===== config.mk =====
export PLATFORM = sky130hd
export DESIGN_NAME = msrv32_lsu_misaligned
export DESIGN_NICKNAME = d
export VERILOG_FILES = /design/src/rtl/msrv32_lsu_pkg.sv /design/src/rtl/msrv32_lsu_align.sv /design/src/rtl/msrv32_lsu_misaligned.sv
export SDC_FILE = /design/constraint.sdc
export NUM_CORES = 1
export LEC_CHECK = 0
export CORE_ASPECT_RATIO = 1.75
export CORE_MARGIN = 2
export CORE_UTILIZATION = 52
export DETAILED_ROUTE_END_ITERATION = 8
export PLACE_DENSITY = 0.82
export SLEW_MARGIN = 5
export SYNTH_ARGS = -nofsm -noshare
export SYNTH_HDL_FRONTEND = slang
export SYNTH_HIERARCHICAL = 1
export SYNTH_SLANG_ARGS = --single-unit
export TNS_END_PERCENT = 10

===== constraint.sdc =====
create_clock -name ms_riscv32_mp_clk_in -period 4 [get_ports ms_riscv32_mp_clk_in]
set_input_delay 1 -clock ms_riscv32_mp_clk_in [delete_from_list [all_inputs] [get_ports ms_riscv32_mp_clk_in]]
set_output_delay 1 -clock ms_riscv32_mp_clk_in [all_outputs]
set_load 0.01 [all_outputs]

===== src/rtl/msrv32_lsu_pkg.sv =====
// Shared encodings for the sequential load/store unit.
package msrv32_lsu_pkg;

    localparam logic [1:0] SZ_BYTE = 2'b00;
    localparam logic [1:0] SZ_HALF = 2'b01;
    localparam logic [1:0] SZ_WORD = 2'b10;
    localparam logic [1:0] SZ_DBL  = 2'b11;

    typedef enum logic [1:0] {
        IDLE = 2'd0,
        ACC0 = 2'd1,
        ACC1 = 2'd2,
        RESP = 2'd3
    } lsu_state_e;

endpackage


===== src/rtl/msrv32_lsu_align.sv =====
// Combinational lane steering: store data/strobe spread over two beats and
// load extract/extend from the merged beat pair.
module msrv32_lsu_align
    import msrv32_lsu_pkg::*;
#(
    parameter int DATA_W = 32
) (
    input  logic [$clog2(DATA_W/8)-1:0] off_in,
    input  logic [1:0]                  size_in,
    input  logic                        unsigned_in,
    input  logic [DATA_W-1:0]           wdata_in,
    input  logic [DATA_W-1:0]           beat0_in,
    input  logic [DATA_W-1:0]           beat1_in,
    output logic [2*DATA_W-1:0]         st_data_out,
    output logic [2*(DATA_W/8)-1:0]     st_strb_out,
    output logic [DATA_W-1:0]           ld_data_out
);

    localparam int B = DATA_W / 8;

    logic [3:0]          n_bytes;
    logic [2*DATA_W-1:0] merged;
    logic [DATA_W-1:0]   low;
    logic [DATA_W-1:0]   keep_mask;
    logic                sign_bit;

    // NOTE: every variable gets a value before any conditional use, so no latch is inferred.
    always_comb begin
        n_bytes     = 4'd1 << size_in;
        st_data_out = {{DATA_W{1'b0}}, wdata_in} << {off_in, 3'b000};
        for (int i = 0; i < 2 * B; i++) begin
            st_strb_out[i] = (i >= int'(off_in)) && (i < int'(off_in) + int'(n_bytes));
        end

        merged    = {beat1_in, beat0_in} >> {off_in, 3'b000};
        low       = merged[DATA_W-1:0];
        keep_mask = '0;
        sign_bit  = 1'b0;
        for (int i = 0; i < B; i++) begin
            keep_mask[8*i +: 8] = (i < int'(n_bytes)) ? 8'hFF : 8'h00;
            if (i == int'(n_bytes) - 1) begin
                sign_bit = low[8*i + 7];
            end
        end
        ld_data_out = (low & keep_mask) | ((!unsigned_in && sign_bit) ? ~keep_mask : '0);
    end

endmodule


===== src/rtl/msrv32_lsu_misaligned.sv =====
// Sequential LSU: one request at a time, split into two bus beats when an
// access crosses a bus-word boundary (or trapped when splitting is disabled).
module msrv32_lsu_misaligned
    import msrv32_lsu_pkg::*;
#(
    parameter int DATA_W      = 32,
    parameter bit MISALIGN_EN = 1'b1
) (
    input  logic                ms_riscv32_mp_clk_in,
    input  logic                ms_riscv32_mp_rst_n_in,
    input  logic                lsu_valid_in,
    output logic                lsu_ready_out,
    input  logic                lsu_we_in,
    input  logic [31:0]         lsu_addr_in,
    input  logic [1:0]          lsu_size_in,
    input  logic                lsu_unsigned_in,
    input  logic [DATA_W-1:0]   lsu_wdata_in,
    output logic                lsu_done_out,
    output logic [DATA_W-1:0]   lsu_rdata_out,
    output logic                lsu_err_out,
    output logic                misalign_out,
    output logic                dm_req_out,
    output logic [31:0]         dm_addr_out,
    output logic                dm_we_out,
    output logic [DATA_W/8-1:0] dm_wstrb_out,
    output logic [DATA_W-1:0]   dm_wdata_out,
    input  logic [DATA_W-1:0]   dm_rdata_in,
    input  logic                dm_ready_in,
    input  logic                dm_err_in
);

    localparam int B     = DATA_W / 8;
    localparam int OFF_W = $clog2(B);

    lsu_state_e        state_q, state_d;
    logic [31:0]       addr_q, addr_d;
    logic [1:0]        size_q, size_d;
    logic              uns_q, uns_d;
    logic              we_q, we_d;
    logic              split_q, split_d;
    logic [DATA_W-1:0] wdata_q, wdata_d;
    logic [DATA_W-1:0] beat0_q, beat0_d;
    logic [DATA_W-1:0] rdata_q, rdata_d;
    logic              err_q, err_d;
    logic              mis_q, mis_d;

    logic [1:0]         req_size;
    logic               req_split;
    logic [31:0]        beat_base;
    logic [DATA_W-1:0]  align_beat0;
    logic [DATA_W-1:0]  align_beat1;
    logic [2*DATA_W-1:0] st_data;
    logic [2*B-1:0]     st_strb;
    logic [DATA_W-1:0]  ld_data;

    // A double on a 32-bit bus degrades to a word access.
    assign req_size  = (DATA_W == 32 && lsu_size_in == SZ_DBL) ? SZ_WORD : lsu_size_in;
    assign req_split = (int'(lsu_addr_in[OFF_W-1:0]) + (1 << req_size)) > B;
    assign beat_base = addr_q & ~32'(B - 1);

    assign align_beat0 = (state_q == ACC0) ? dm_rdata_in : beat0_q;
    assign align_beat1 = (state_q == ACC1) ? dm_rdata_in : '0;

    msrv32_lsu_align #(.DATA_W(DATA_W)) u_align (
        .off_in      (addr_q[OFF_W-1:0]),
        .size_in     (size_q),
        .unsigned_in (uns_q),
        .wdata_in    (wdata_q),
        .beat0_in    (align_beat0),
        .beat1_in    (align_beat1),
        .st_data_out (st_data),
        .st_strb_out (st_strb),
        .ld_data_out (ld_data)
    );

    always_comb begin
        state_d      = state_q;
        addr_d       = addr_q;
        size_d       = size_q;
        uns_d        = uns_q;
        we_d         = we_q;
        split_d      = split_q;
        wdata_d      = wdata_q;
        beat0_d      = beat0_q;
        rdata_d      = rdata_q;
        err_d        = err_q;
        mis_d        = mis_q;
        dm_req_out   = 1'b0;
        dm_addr_out  = '0;
        dm_we_out    = 1'b0;
        dm_wstrb_out = '0;
        dm_wdata_out = '0;

        unique case (state_q)
            IDLE: begin
                if (lsu_valid_in) begin
                    addr_d  = lsu_addr_in;
                    size_d  = req_size;
                    uns_d   = lsu_unsigned_in;
                    we_d    = lsu_we_in;
                    split_d = req_split;
                    wdata_d = lsu_wdata_in;
                    if (req_split && !MISALIGN_EN) begin
                        state_d = RESP;
                        mis_d   = 1'b1;
                        rdata_d = '0;
                    end else begin
                        state_d = ACC0;
                    end
                end
            end
            ACC0: begin
                dm_req_out   = 1'b1;
                dm_addr_out  = beat_base;
                dm_we_out    = we_q;
                dm_wstrb_out = we_q ? st_strb[B-1:0] : '0;
                dm_wdata_out = we_q ? st_data[DATA_W-1:0] : '0;
                if (dm_ready_in) begin
                    beat0_d = dm_rdata_in;
                    if (dm_err_in) begin
                        state_d = RESP;
                        err_d   = 1'b1;
                        rdata_d = '0;
                    end else if (split_q) begin
                        state_d = ACC1;
                    end else begin
                        state_d = RESP;
                        rdata_d = we_q ? '0 : ld_data;
                    end
                end
            end
            ACC1: begin
                dm_req_out   = 1'b1;
                dm_addr_out  = beat_base + 32'(B);
                dm_we_out    = we_q;
                dm_wstrb_out = we_q ? st_strb[2*B-1:B] : '0;
                dm_wdata_out = we_q ? st_data[2*DATA_W-1:DATA_W] : '0;
                if (dm_ready_in) begin
                    state_d = RESP;
                    err_d   = dm_err_in;
                    rdata_d = (we_q || dm_err_in) ? '0 : ld_data;
                end
            end
            RESP: begin
                // Results are cleared on exit so they read 0 outside the done pulse.
                state_d = IDLE;
                rdata_d = '0;
                err_d   = 1'b0;
                mis_d   = 1'b0;
            end
            default: state_d = IDLE;
        endcase
    end

    // NOTE: sequential state uses non-blocking assignments so every flop samples pre-edge values.
    always_ff @(posedge ms_riscv32_mp_clk_in or negedge ms_riscv32_mp_rst_n_in) begin
        if (!ms_riscv32_mp_rst_n_in) begin
            state_q <= IDLE;
            addr_q  <= '0;
            size_q  <= SZ_BYTE;
            uns_q   <= 1'b0;
            we_q    <= 1'b0;
            split_q <= 1'b0;
            wdata_q <= '0;
            beat0_q <= '0;
            rdata_q <= '0;
            err_q   <= 1'b0;
            mis_q   <= 1'b0;
        end else begin
            state_q <= state_d;
            addr_q  <= addr_d;
            size_q  <= size_d;
            uns_q   <= uns_d;
            we_q    <= we_d;
            split_q <= split_d;
            wdata_q <= wdata_d;
            beat0_q <= beat0_d;
            rdata_q <= rdata_d;
            err_q   <= err_d;
            mis_q   <= mis_d;
        end
    end

    assign lsu_ready_out = (state_q == IDLE);
    assign lsu_done_out  = (state_q == RESP);
    assign lsu_rdata_out = rdata_q;
    assign lsu_err_out   = err_q;
    assign misalign_out  = mis_q;

endmodule

# Word level (Yosys, flattened, before mapping)
# Index checks and enable logic that the tools add are counted.
[op_classes]
n_reduce_logical = 15
n_lt_le_gt_ge = 16
n_eq_ne = 12
bitwise = 3
n_addsub = 4
mux = 38
n_shift = 4
[op_table]
columns = ["op", "n"]
rows = [
  ["32-bit 2-to-1 mux", 11],
  ["4-bit by 32-bit less-than comparator with 1-bit output, first input constant", 4],
  ["32-bit one-hot mux with 2 select lines", 2],
  ["32-bit one-hot mux with 3 select lines", 1],
  ["3-bit by 32-bit == test with 1-bit output, first input constant", 2],
  ["3-bit by 32-bit less-than comparator with 1-bit output, first input constant", 2],
  ["32-bit by 5-bit << shifter with 64-bit output", 1],
  ["64-bit by 5-bit >> shifter with 32-bit output", 1],
  ["3-bit by 32-bit adder with 32-bit output", 1],
  ["32-bit by 3-bit adder with 32-bit output, second input constant", 1],
  ["32-bit AND", 1],
  ["2-bit by 32-bit == test with 1-bit output, first input constant", 1],
  ["32-bit by 4-bit greater-than comparator with 1-bit output, second input constant", 1],
  ["32-bit zero test", 1],
  ["1-bit by 32-bit less-than comparator with 1-bit output, first input constant", 1],
  ["2-bit by 32-bit less-than comparator with 1-bit output, first input constant", 1],
  ["8-bit 2-to-1 mux", 4],
  ["32-bit NOT", 1],
  ["32-bit bitwise OR", 1],
  ["1-bit by 2-bit << shifter with 32-bit output, first input constant", 1],
  ["1-bit 2-to-1 mux", 11],
  ["1-bit by 4-bit less-than comparator with 1-bit output, first input constant", 2],
  ["2-bit by 4-bit less-than comparator with 1-bit output, first input constant", 2],
  ["2-bit 2-to-1 mux", 4],
  ["other kinds (22)", 34],
]
[word_totals]
word_cells = 102
inputBits = 105
register_bits = 136
output_inout_bits = 106

# Depth between registers and ports, before layout
# Gate-level depths: netlist (run 1).
[logic_depth]
ltp_word = 15
ltp_mapped = 14
depth_no_buf = 9

# Hierarchy
# The synthesis (run 1) kept the hierarchy.
[modules_own_cells]
columns = ["mod", "cells_each", "instances", "seq_area_each_um2", "area_each_um2"]
rows = [
  ["msrv32_lsu_misaligned", 745, 1, 3403.3, 7593.5],
  ["msrv32_lsu_align", 259, 1, 0.0, 1909.3],
]

# Worst setup path before layout (run 1)
# OpenSTA, ideal clock, no wires.
[synth_path]
path_type = "reg-to-output"
startpoint = "register addr_q[1]"
endpoint = "output dm_wstrb_out[0]"
path_slack_ns = 0.699
stages_incl_launch_ff = 13
path_buffers = 3
arrival_time_ns = 2.301
cell_sequence = "dfrtp_1 > buf_2 > buf_2 > inv_2 > buf_2 > xnor2_1 > ha_1 > a21boi_0 > a21oi_1 > o32ai_1 > nor2_1 > a22oi_1 > nor2_1"
[synth_between]
word_cells_on_any_way = 8
classes_between = "add/sub: 1; order compare: 3; mux: 3; reduce/logical: 1"
[synth_lines]
columns = ["item", "line", "source"]
rows = [
  ["start: declaration", "msrv32_lsu_misaligned.sv:36", "logic [31:0] addr_q, addr_d;"],
  ["start signal: assignment", "msrv32_lsu_misaligned.sv:171", "addr_q <= addr_d;"],
  ["2-bit by 4-bit adder with 5-bit output", "msrv32_lsu_align.sv:32", "st_strb_out[i] = (i >= int'(off_in)) && (i < int'(off_in) + int'(n_bytes));"],
  ["4-bit by 32-bit less-than comparator with 1-bit output", "msrv32_lsu_align.sv:32", ""],
  ["named net st_strb[4]", "msrv32_lsu_misaligned.sv:53", "logic [2*B-1:0] st_strb;"],
  ["4-bit 2-to-1 mux", "msrv32_lsu_misaligned.sv:136", "dm_wstrb_out = we_q ? st_strb[2*B-1:B] : '0;"],
  ["4-bit one-hot mux with 2 select lines", "msrv32_lsu_misaligned.sv:94", "unique case (state_q)"],
  ["end: declaration", "msrv32_lsu_misaligned.sv:25", "output logic [DATA_W/8-1:0] dm_wstrb_out,"],
]
# The timed path passes the listed nets, and every way through them passes these cells.

# Worst setup path after layout (run 1)
[layout_path]
startpoint = "register addr_q[1]"
endpoint = "output dm_wstrb_out[2]"
[layout_between]
elab_chain_cells = 5
word_cells_on_any_way = 8
classes_between = "add/sub: 1; order compare: 3; mux: 3; reduce/logical: 1"
[layout_rtl]
columns = ["item", "line", "source"]
rows = [
  ["2-bit by 4-bit adder with 5-bit output", "msrv32_lsu_align.sv:32", ""],
  ["3-bit by 32-bit less-than comparator with 1-bit output", "msrv32_lsu_align.sv:32", ""],
  ["1-bit logical AND *", "msrv32_lsu_align.sv:32", ""],
  ["named net st_strb[2]", "msrv32_lsu_misaligned.sv:53", ""],
  ["4-bit 2-to-1 mux *", "msrv32_lsu_misaligned.sv:116", "dm_wstrb_out = we_q ? st_strb[B-1:0] : '0;"],
  ["4-bit one-hot mux with 2 select lines *", "msrv32_lsu_misaligned.sv:94", ""],
]
# Mark *: on every way through the listed nets, which the timed path passes. The rest lies on a longest branch.

==> key figures, run 1 <==
Worst setup path
  • RR Startpoint: state_q[1]$_DFFE_PN0P_
  • Type of element launching the critical path: register
  • Capturing element type of the critical path: output port
  • CP top delay family: compound AO/OA/AOI/OAI gates
  • Cells along the critical path: inv_2, xnor2_1, ha_1, a21boi_0, a21oi_1, o32ai_4, a22oi_1, a22oi_1, nor2_1, clkdlybuf4s50_1
  • Worst flop-to-flop path endpoint: lsu_rdata_out[31]$_DFFE_PN0P_
  • Cell seen most often among critical-path stages: sky130_fd_sc_hd__a22oi_1
  • Standard cell with the maximum stage delay on the critical path: sky130_fd_sc_hd__dfrtp_4
  • WP buf/inv: 2
  • Worst R2R Path Depth: 10
  • Critical path data arrival time: 2.91 ns
  • Largest driver fanout on the critical path: 17
  • Register-to-register setup slack: 0.81 ns
  • Delay of the slowest cell on the worst path: 0.57 ns
  • Data required, critical path: 3.00 ns
  • Worst setup path category: register to output port

Routing
  • Wirelength, routed: 26.6 mm
  • Drt first-iter violations: 606
  • Avg Vias per Cell: 6.01
  • Wire length per cell after detailed routing: 18.9 µm
  • Number of iterations in the first detailed-routing pass: 5
  • Via total after detailed routing: 8,456
  • Post-detailed-route DRC marker count: 0
  • Count of antenna-violating nets left after detailed routing: 0

Final layout
  • FF/Latch Area: 0.00341 mm²
  • Footprint of the multi-input gates: 0.00566 mm²
  • Signed area change from the synthesized netlist to the final layout: 30.7%
  • Net count, final: 1,275
  • Ratio of cells with drive above 1 in the final layout: 0.202
  • Fill cell count: 1,368
  • Share of the core filled with cells in the final layout: 0.690

Clock network
  • Clock Path Buffers: 2
  • CTS clock-pin slew for the worst setup and hold paths: 0.07 ns
  • Number of sinks handled by clock tree synthesis: 136
  • Inserted Clock Buffers: 17
  • # H-tree levels: 4
  • CTS Root Buffer Type: sky130_fd_sc_hd__clkbuf_16
  • Clock tree from TritonCTS: yes
  • Source-to-sink clock delay at the later pin of the worst-skew pair: 0.43 ns

Place
  • Half-perimeter wire length after placement: 18.7 mm
  • Routability cong.: 0.953
  • Total of buffers placed on input and output ports: 207
  • Worst slack, placed: 0.401 ns

Flow run
  • Reported max-cap violation count: 0

STA
  • Transition time of the tightest slew-check pin: 0.939 ns
  • Setup violations, final: 0
  • Final WS setup: 0.0879 ns
  • Relative slew margins: 0.374
  • Max Freq: 256 MHz
  • Setup repair after global routing missed its margin: yes
  • Minimum period implied by the final worst setup slack: 3.91 ns
  • Final slew viol count: 0
  • Final sum of negative setup slack: 0 ns
  • Final hold vios: 0
  • Clock Skew: 0.0113 ns
  • Final clock period utilization by the worst path: 0.978

Die
  • Area enclosed by the die boundary: 0.0193 mm²
  • Die Wd: 106 µm
  • Number of placement rows: 65
  • Floorplan die height: 182 µm
  • CORE AREA: 0.0179 mm²
  • # IOs: 211
  • Initial core utilization: 0.528

Logic synthesis
  • Avg Inst Size Synth: 9.49 µm²
  • Yosys warning count: 6
  • Gate Count Post-Synth: 996
  • Netlist Area Pre-Place: 0.00945 mm²

Power and ir drop
  • Total leakage power: 0.00505 µW
  • Power density relative to cell area: 867 mW/mm²
  • Worst VDD drop: 0.000548 V
  • Post-layout total power: 10,700 µW

Worst hold path
  • Cells on Worst Hold Path: 1
  • Hold_sp: beat0_q[29]$_DFFE_PN0P_
  • Path type of the worst min-delay path: register to register
  • Capture endpoint of the worst hold path: beat0_q[29]$_DFFE_PN0P_

Global route
  • Global route overflow: 0
  • Antenna violations before repair: 2
  • Vias in the first global route: 8,223
  • Largest net degree at the start of global routing: 92
  • Wire length of the first global-routing pass: 42.6 mm
  • Total track usage: 0.278

Run status
  • Status: finished, final reports clean
==> flip-flops by register name, indices dropped and copies added (netlist names) <==
signal and flops:
lsu_rdata_out 32, state_q 2, size_q 2, split_q 1, wdata_q 32, we_q 1, addr_q 32, beat0_q 32
uns_q 1, lsu_err_out 1
==> worst max path at each step <==
| stage | from | to | slack, ns | depth (start not counted) |
|---|---|---|---|---|
| finish | addr_q[1]$_DFFE_PN0P_ | dm_wstrb_out[2] | 0.09 | 10 |
| global route | addr_q[1]$_DFFE_PN0P_ | dm_wstrb_out[2] | -0.02 | 10 |
| CTS | state_q[0]$_DFFE_PN0P_ | dm_addr_out[24] | 0.01 | 8 |
| detailed placement | size_q[0]$_DFFE_PN0P_ | dm_wstrb_out[2] | 0.40 | 10 |
| global placement | state_q[0]$_DFFE_PN0P_ | dm_addr_out[20] | 0.47 | 6 |
| floorplan | addr_q[1]$_DFFE_PN0P_ | dm_wstrb_out[0] | 0.70 | 12 |
==> area by class of cell <==
| class | instances | area share |
|---|---|---|
| inverters | 17 | 0.00517 |
| diodes | 1 | 0.000203 |
| multi-input cells | 758 | 0.458 |
| well taps | 234 | 0.0237 |
| clock inverters | 12 | 0.0153 |
| repair buffers | 230 | 0.183 |
| clock buffers | 20 | 0.0378 |
| flip-flops and latches | 136 | 0.276 |
==> per-stage QoR <==
step                      hold slack [ns]  cells  cell area (µm²)
after floorplan                     0.445   1005             9490
after global routing                0.519   1408            12400
final                               0.502   1408            12400
after CTS                           0.505   1405            12300
after global placement              0.466   1373            11600
after detailed placement            0.491   1373            11600
==> placed cells by master, fill, tap and decap left out, types with 6 or more instances in the layout <==
master	instances
sky130_fd_sc_hd__inv_1	16
sky130_fd_sc_hd__a21oi_1	21
sky130_fd_sc_hd__nor3_1	11
sky130_fd_sc_hd__a22oi_1	42
sky130_fd_sc_hd__clkbuf_16	17
sky130_fd_sc_hd__mux4_2	18
sky130_fd_sc_hd__buf_4	21
sky130_fd_sc_hd__o21ai_0	73
sky130_fd_sc_hd__mux2_2	138
sky130_fd_sc_hd__a31oi_1	13
sky130_fd_sc_hd__and3_1	9
sky130_fd_sc_hd__nor2b_1	7
sky130_fd_sc_hd__nand2b_1	7
sky130_fd_sc_hd__o31ai_1	33
sky130_fd_sc_hd__dfrtp_1	131
sky130_fd_sc_hd__ha_1	6
sky130_fd_sc_hd__and2_1	36
sky130_fd_sc_hd__nand4_1	8
sky130_fd_sc_hd__nand2_1	115
sky130_fd_sc_hd__conb_1	11
sky130_fd_sc_hd__o211ai_1	8
sky130_fd_sc_hd__nor2_1	76
sky130_fd_sc_hd__clkdlybuf4s50_1	205
sky130_fd_sc_hd__nand3_1	10
sky130_fd_sc_hd__nor4_1	6
sky130_fd_sc_hd__mux2i_1	46
==> where the power goes <==
part           switching (µW)  internal (µW)  total, µW
clock                     636           1100       1740
sequential                661           2060       2720
combinational            3180           3070       6250
total                    4480           6230      10700
==> repair_timing <==
item                                    CTS  global route
hold buffers                              0             0
endpoints found under the setup margin    4            11
pin swaps                                 0             1
buffers inserted                          0             2
gates resized for setup                   2            11
==> layer usage <==
| metal | vias up | routed length, µm | track usage |
|---|---|---|---|
| met1 | 4120 | 9900 | 0.323 |
| met5 | - | 12 | 0 |
| met4 | 2 | 1520 | 0.171 |
| met3 | 88 | 1220 | 0.0379 |
| li1 | 3927 | - | - |
| met2 | 319 | 13900 | 0.480 |
(Power assumes the default switching activity.)
==> inputs of run 2 (changes only) <==
- PLACE_DENSITY: 0.82 -> default
- PLACE_DENSITY_LB_ADDON: default -> 0.2
==> run 2 against run 1 <==
  * Hold slack worse by 0.0012 ns
  * Cell area is 0.36% lower
  * Maximum frequency is 2.3% higher
  * Critical endpoint is now dm_wstrb_out[3]
==> key figures, run 2 (same netlist as run 1, synthesis figures left out) <==
Run status
  • Status: finished, final reports clean (unchanged)

Clock network
  • Source-to-sink clock delay at the later pin of the worst-skew pair: 0.42 ns (was 0.43 ns)
  • Setup bufs post-CTS: 0 (unchanged)
  • Clock Path Buffers: 2 (unchanged)
  • CTS clock-pin slew for the worst setup and hold paths: 0.06 ns (was 0.07 ns)
  • Inserted Clock Buffers: 17 (unchanged)
  • # H-tree levels: 4 (unchanged)
  • CTS Root Buffer Type: sky130_fd_sc_hd__clkbuf_16 (unchanged)
  • Clock tree from TritonCTS: yes (unchanged)
  • Number of sinks handled by clock tree synthesis: 136 (unchanged)

Die
  • # IOs: 211 (unchanged)
  • Die Wd: 106 µm (unchanged)
  • Initial core utilization: 0.528 (unchanged)
  • Number of placement rows: 65 (unchanged)
  • Floorplan die height: 182 µm (unchanged)
  • Area enclosed by the die boundary: 0.0193 mm² (unchanged)
  • CORE AREA: 0.0179 mm² (unchanged)

STA
  • Minimum period implied by the final worst setup slack: 3.82 ns (was 3.91 ns)
  • Transition time of the tightest slew-check pin: 0.975 ns (was 0.939 ns)
  • Final slew viol count: 0 (unchanged)
  • Final hold vios: 0 (unchanged)
  • Final sum of negative setup slack: 0 ns (unchanged)
  • Relative slew margins: 0.350 (was 0.374)
  • Max Freq: 261 MHz (was 256 MHz)
  • Setup repair after global routing missed its margin: no (was yes)
  • Setup violations, final: 0 (unchanged)
  • Final clock period utilization by the worst path: 0.956 (was 0.978)
  • Clock Skew: 0.00639 ns (was 0.0113 ns)

Global route
  • Global route overflow: 0 (unchanged)
  • Antenna violations before repair: 1 (was 2)
  • Total track usage: 0.281 (was 0.278)
  • Wire length of the first global-routing pass: 42.6 mm (about the same)
  • Vias in the first global route: 8,320 (was 8,223)
  • Largest net degree at the start of global routing: 74 (was 92)

Final layout
  • Fill cell count: 1,447 (was 1,368)
  • Net count, final: 1,273 (was 1,275)
  • Ratio of cells with drive above 1 in the final layout: 0.201 (was 0.202)
  • Most common library cell in the layout ignoring fill and taps: sky130_fd_sc_hd__clkdlybuf4s50_1 (unchanged)
  • Most frequent cells in the layout: 203 x sky130_fd_sc_hd__clkdlybuf4s50_1, 138 x sky130_fd_sc_hd__mux2_2, 131 x sky130_fd_sc_hd__dfrtp_1, 114 x sky130_fd_sc_hd__nand2_1, 76 x sky130_fd_sc_hd__nor2_1 (was 205 x sky130_fd_sc_hd__clkdlybuf4s50_1, 138 x sky130_fd_sc_hd__mux2_2, 131 x sky130_fd_sc_hd__dfrtp_1, 115 x sky130_fd_sc_hd__nand2_1, 76 x sky130_fd_sc_hd__nor2_1)
  • Signed area change from the synthesized netlist to the final layout: 30.2% (was 30.7%)

Place
  • Half-perimeter wire length after placement: 18.8 mm (was 18.7 mm)
  • Routability cong.: 0.889 (was 0.953)
  • Total of buffers placed on input and output ports: 207 (unchanged)

Worst setup path
  • Type of element launching the critical path: register (unchanged)
  • Largest driver fanout on the critical path: 7 (was 17)
  • Standard cell with the maximum stage delay on the critical path: sky130_fd_sc_hd__clkdlybuf4s50_1 (was sky130_fd_sc_hd__dfrtp_4)
  • Worst setup path category: register to output port (unchanged)
  • Data required, critical path: 3.00 ns (about the same)
  • Cell seen most often among critical-path stages: sky130_fd_sc_hd__ha_1 (was sky130_fd_sc_hd__a22oi_1)
  • Critical path data arrival time: 2.82 ns (was 2.91 ns)
  • Delay of the slowest cell on the worst path: 0.49 ns (was 0.57 ns)
  • Cells along the critical path: nor2_2, ha_1, ha_1, a21boi_0, a21oi_1, o32ai_1, buf_4, inv_1, a22oi_2, nor2_1, clkdlybuf4s50_1 (was inv_2, xnor2_1, ha_1, a21boi_0, a21oi_1, o32ai_4, a22oi_1, a22oi_1, nor2_1, clkdlybuf4s50_1)
  • Capturing element type of the critical path: output port (unchanged)

Routing
  • Wire length per cell after detailed routing: 19.0 µm (was 18.9 µm)
  • Drt first-iter violations: 458 (was 606)
  • Avg Vias per Cell: 6.00 (was 6.01)
  • Via total after detailed routing: 8,440 (was 8,456)
  • Count of antenna-violating nets left after detailed routing: 0 (unchanged)
  • Post-detailed-route DRC marker count: 0 (unchanged)
  • Number of iterations in the first detailed-routing pass: 5 (unchanged)
  • Wirelength, routed: 26.7 mm (was 26.6 mm)

Flow run
  • Reported max-cap violation count: 0 (unchanged)

Power and ir drop
  • Post-layout total power: 10,700 µW (about the same)
  • Worst VDD drop: 0.000469 V (was 0.000548 V)
  • Power density relative to cell area: 866 mW/mm² (was 867 mW/mm²)
  • Total leakage power: 0.00505 µW (about the same)

Worst hold path
  • Path type of the worst min-delay path: register to register (unchanged)
## run 2: power breakdown
group / leakage [µW] / switching [µW] / total [µW] / internal (µW)
clock: 0.000289 / 628 / 1660 / 1030
combinational: 0.00309 / 3250 / 6320 / 3070
sequential: 0.00167 / 625 / 2680 / 2050
## run 2: final timing paths
path                                        start  slack [ns]                            end  cells past startpoint
max in group asynchronous  ms_riscv32_mp_rst_n_in        2.64         state_q[1]$_DFFE_PN0P_                      2
hold reg to reg               split_q$_DFFE_PN0P_        0.50            split_q$_DFFE_PN0P_                      2
setup reg to reg           state_q[1]$_DFFE_PN0P_        0.85  lsu_rdata_out[31]$_DFFE_PN0P_                     10
setup / recovery            size_q[0]$_DFFE_PN0P_        0.18                dm_wstrb_out[3]                     11
min in group asynchronous  ms_riscv32_mp_rst_n_in        0.56        beat0_q[26]$_DFFE_PN0P_                      1
hold / removal                split_q$_DFFE_PN0P_        0.50            split_q$_DFFE_PN0P_                      2
## run 2: routing by layer
metal,vias up,global-route usage,routed length [µm]
met5,-,0,0
met4,0,0.154,1210
met3,65,0.0461,1260
met2,312,0.506,14500
met1,4131,0.311,9730
li1,3932,-,-
## run 2: critical path: cells and delay by family, from the launching register on
kind,cells,cell delay [ns]
AOI/OAI and AO/OA,4,0.60
adders and majority gates,2,0.41
DFF,1,0.46
buffers and inverters,3,0.73
and+or+nand+nor,2,0.21
## run 2: final cells by class
class	count	area (µm²)	area share
clock inverters	10	143	0.0116
diodes	1	2.50	0.000203
flip-flops and latches	136	3410	0.277
well taps	234	293	0.0238
clock buffers	22	474	0.0385
repair buffers	228	2270	0.184
multi-input cells	758	5650	0.459
inverters	17	63.8	0.00518
## run 2: metrics by stage
step | worst slack, ns | hold slack (ns) | utilization | area, µm² | std cells
global placement | 0.465 | 0.473 | 0.650 | 11600 | 1373
finish | 0.175 | 0.501 | 0.688 | 12300 | 1406
CTS | 0.00622 | 0.501 | 0.685 | 12300 | 1405
floorplan | 0.699 | 0.445 | - | 9490 | 1005
global route | 0.0442 | 0.513 | 0.688 | 12300 | 1406
detailed placement | 0.444 | 0.487 | 0.650 | 11600 | 1373
## run 2: what timing repair did
action | 4_1_cts | 5_1_grt
gates resized for setup | 2 | 14
hold buffers | 0 | 0
setup endpoints to repair | 5 | 12
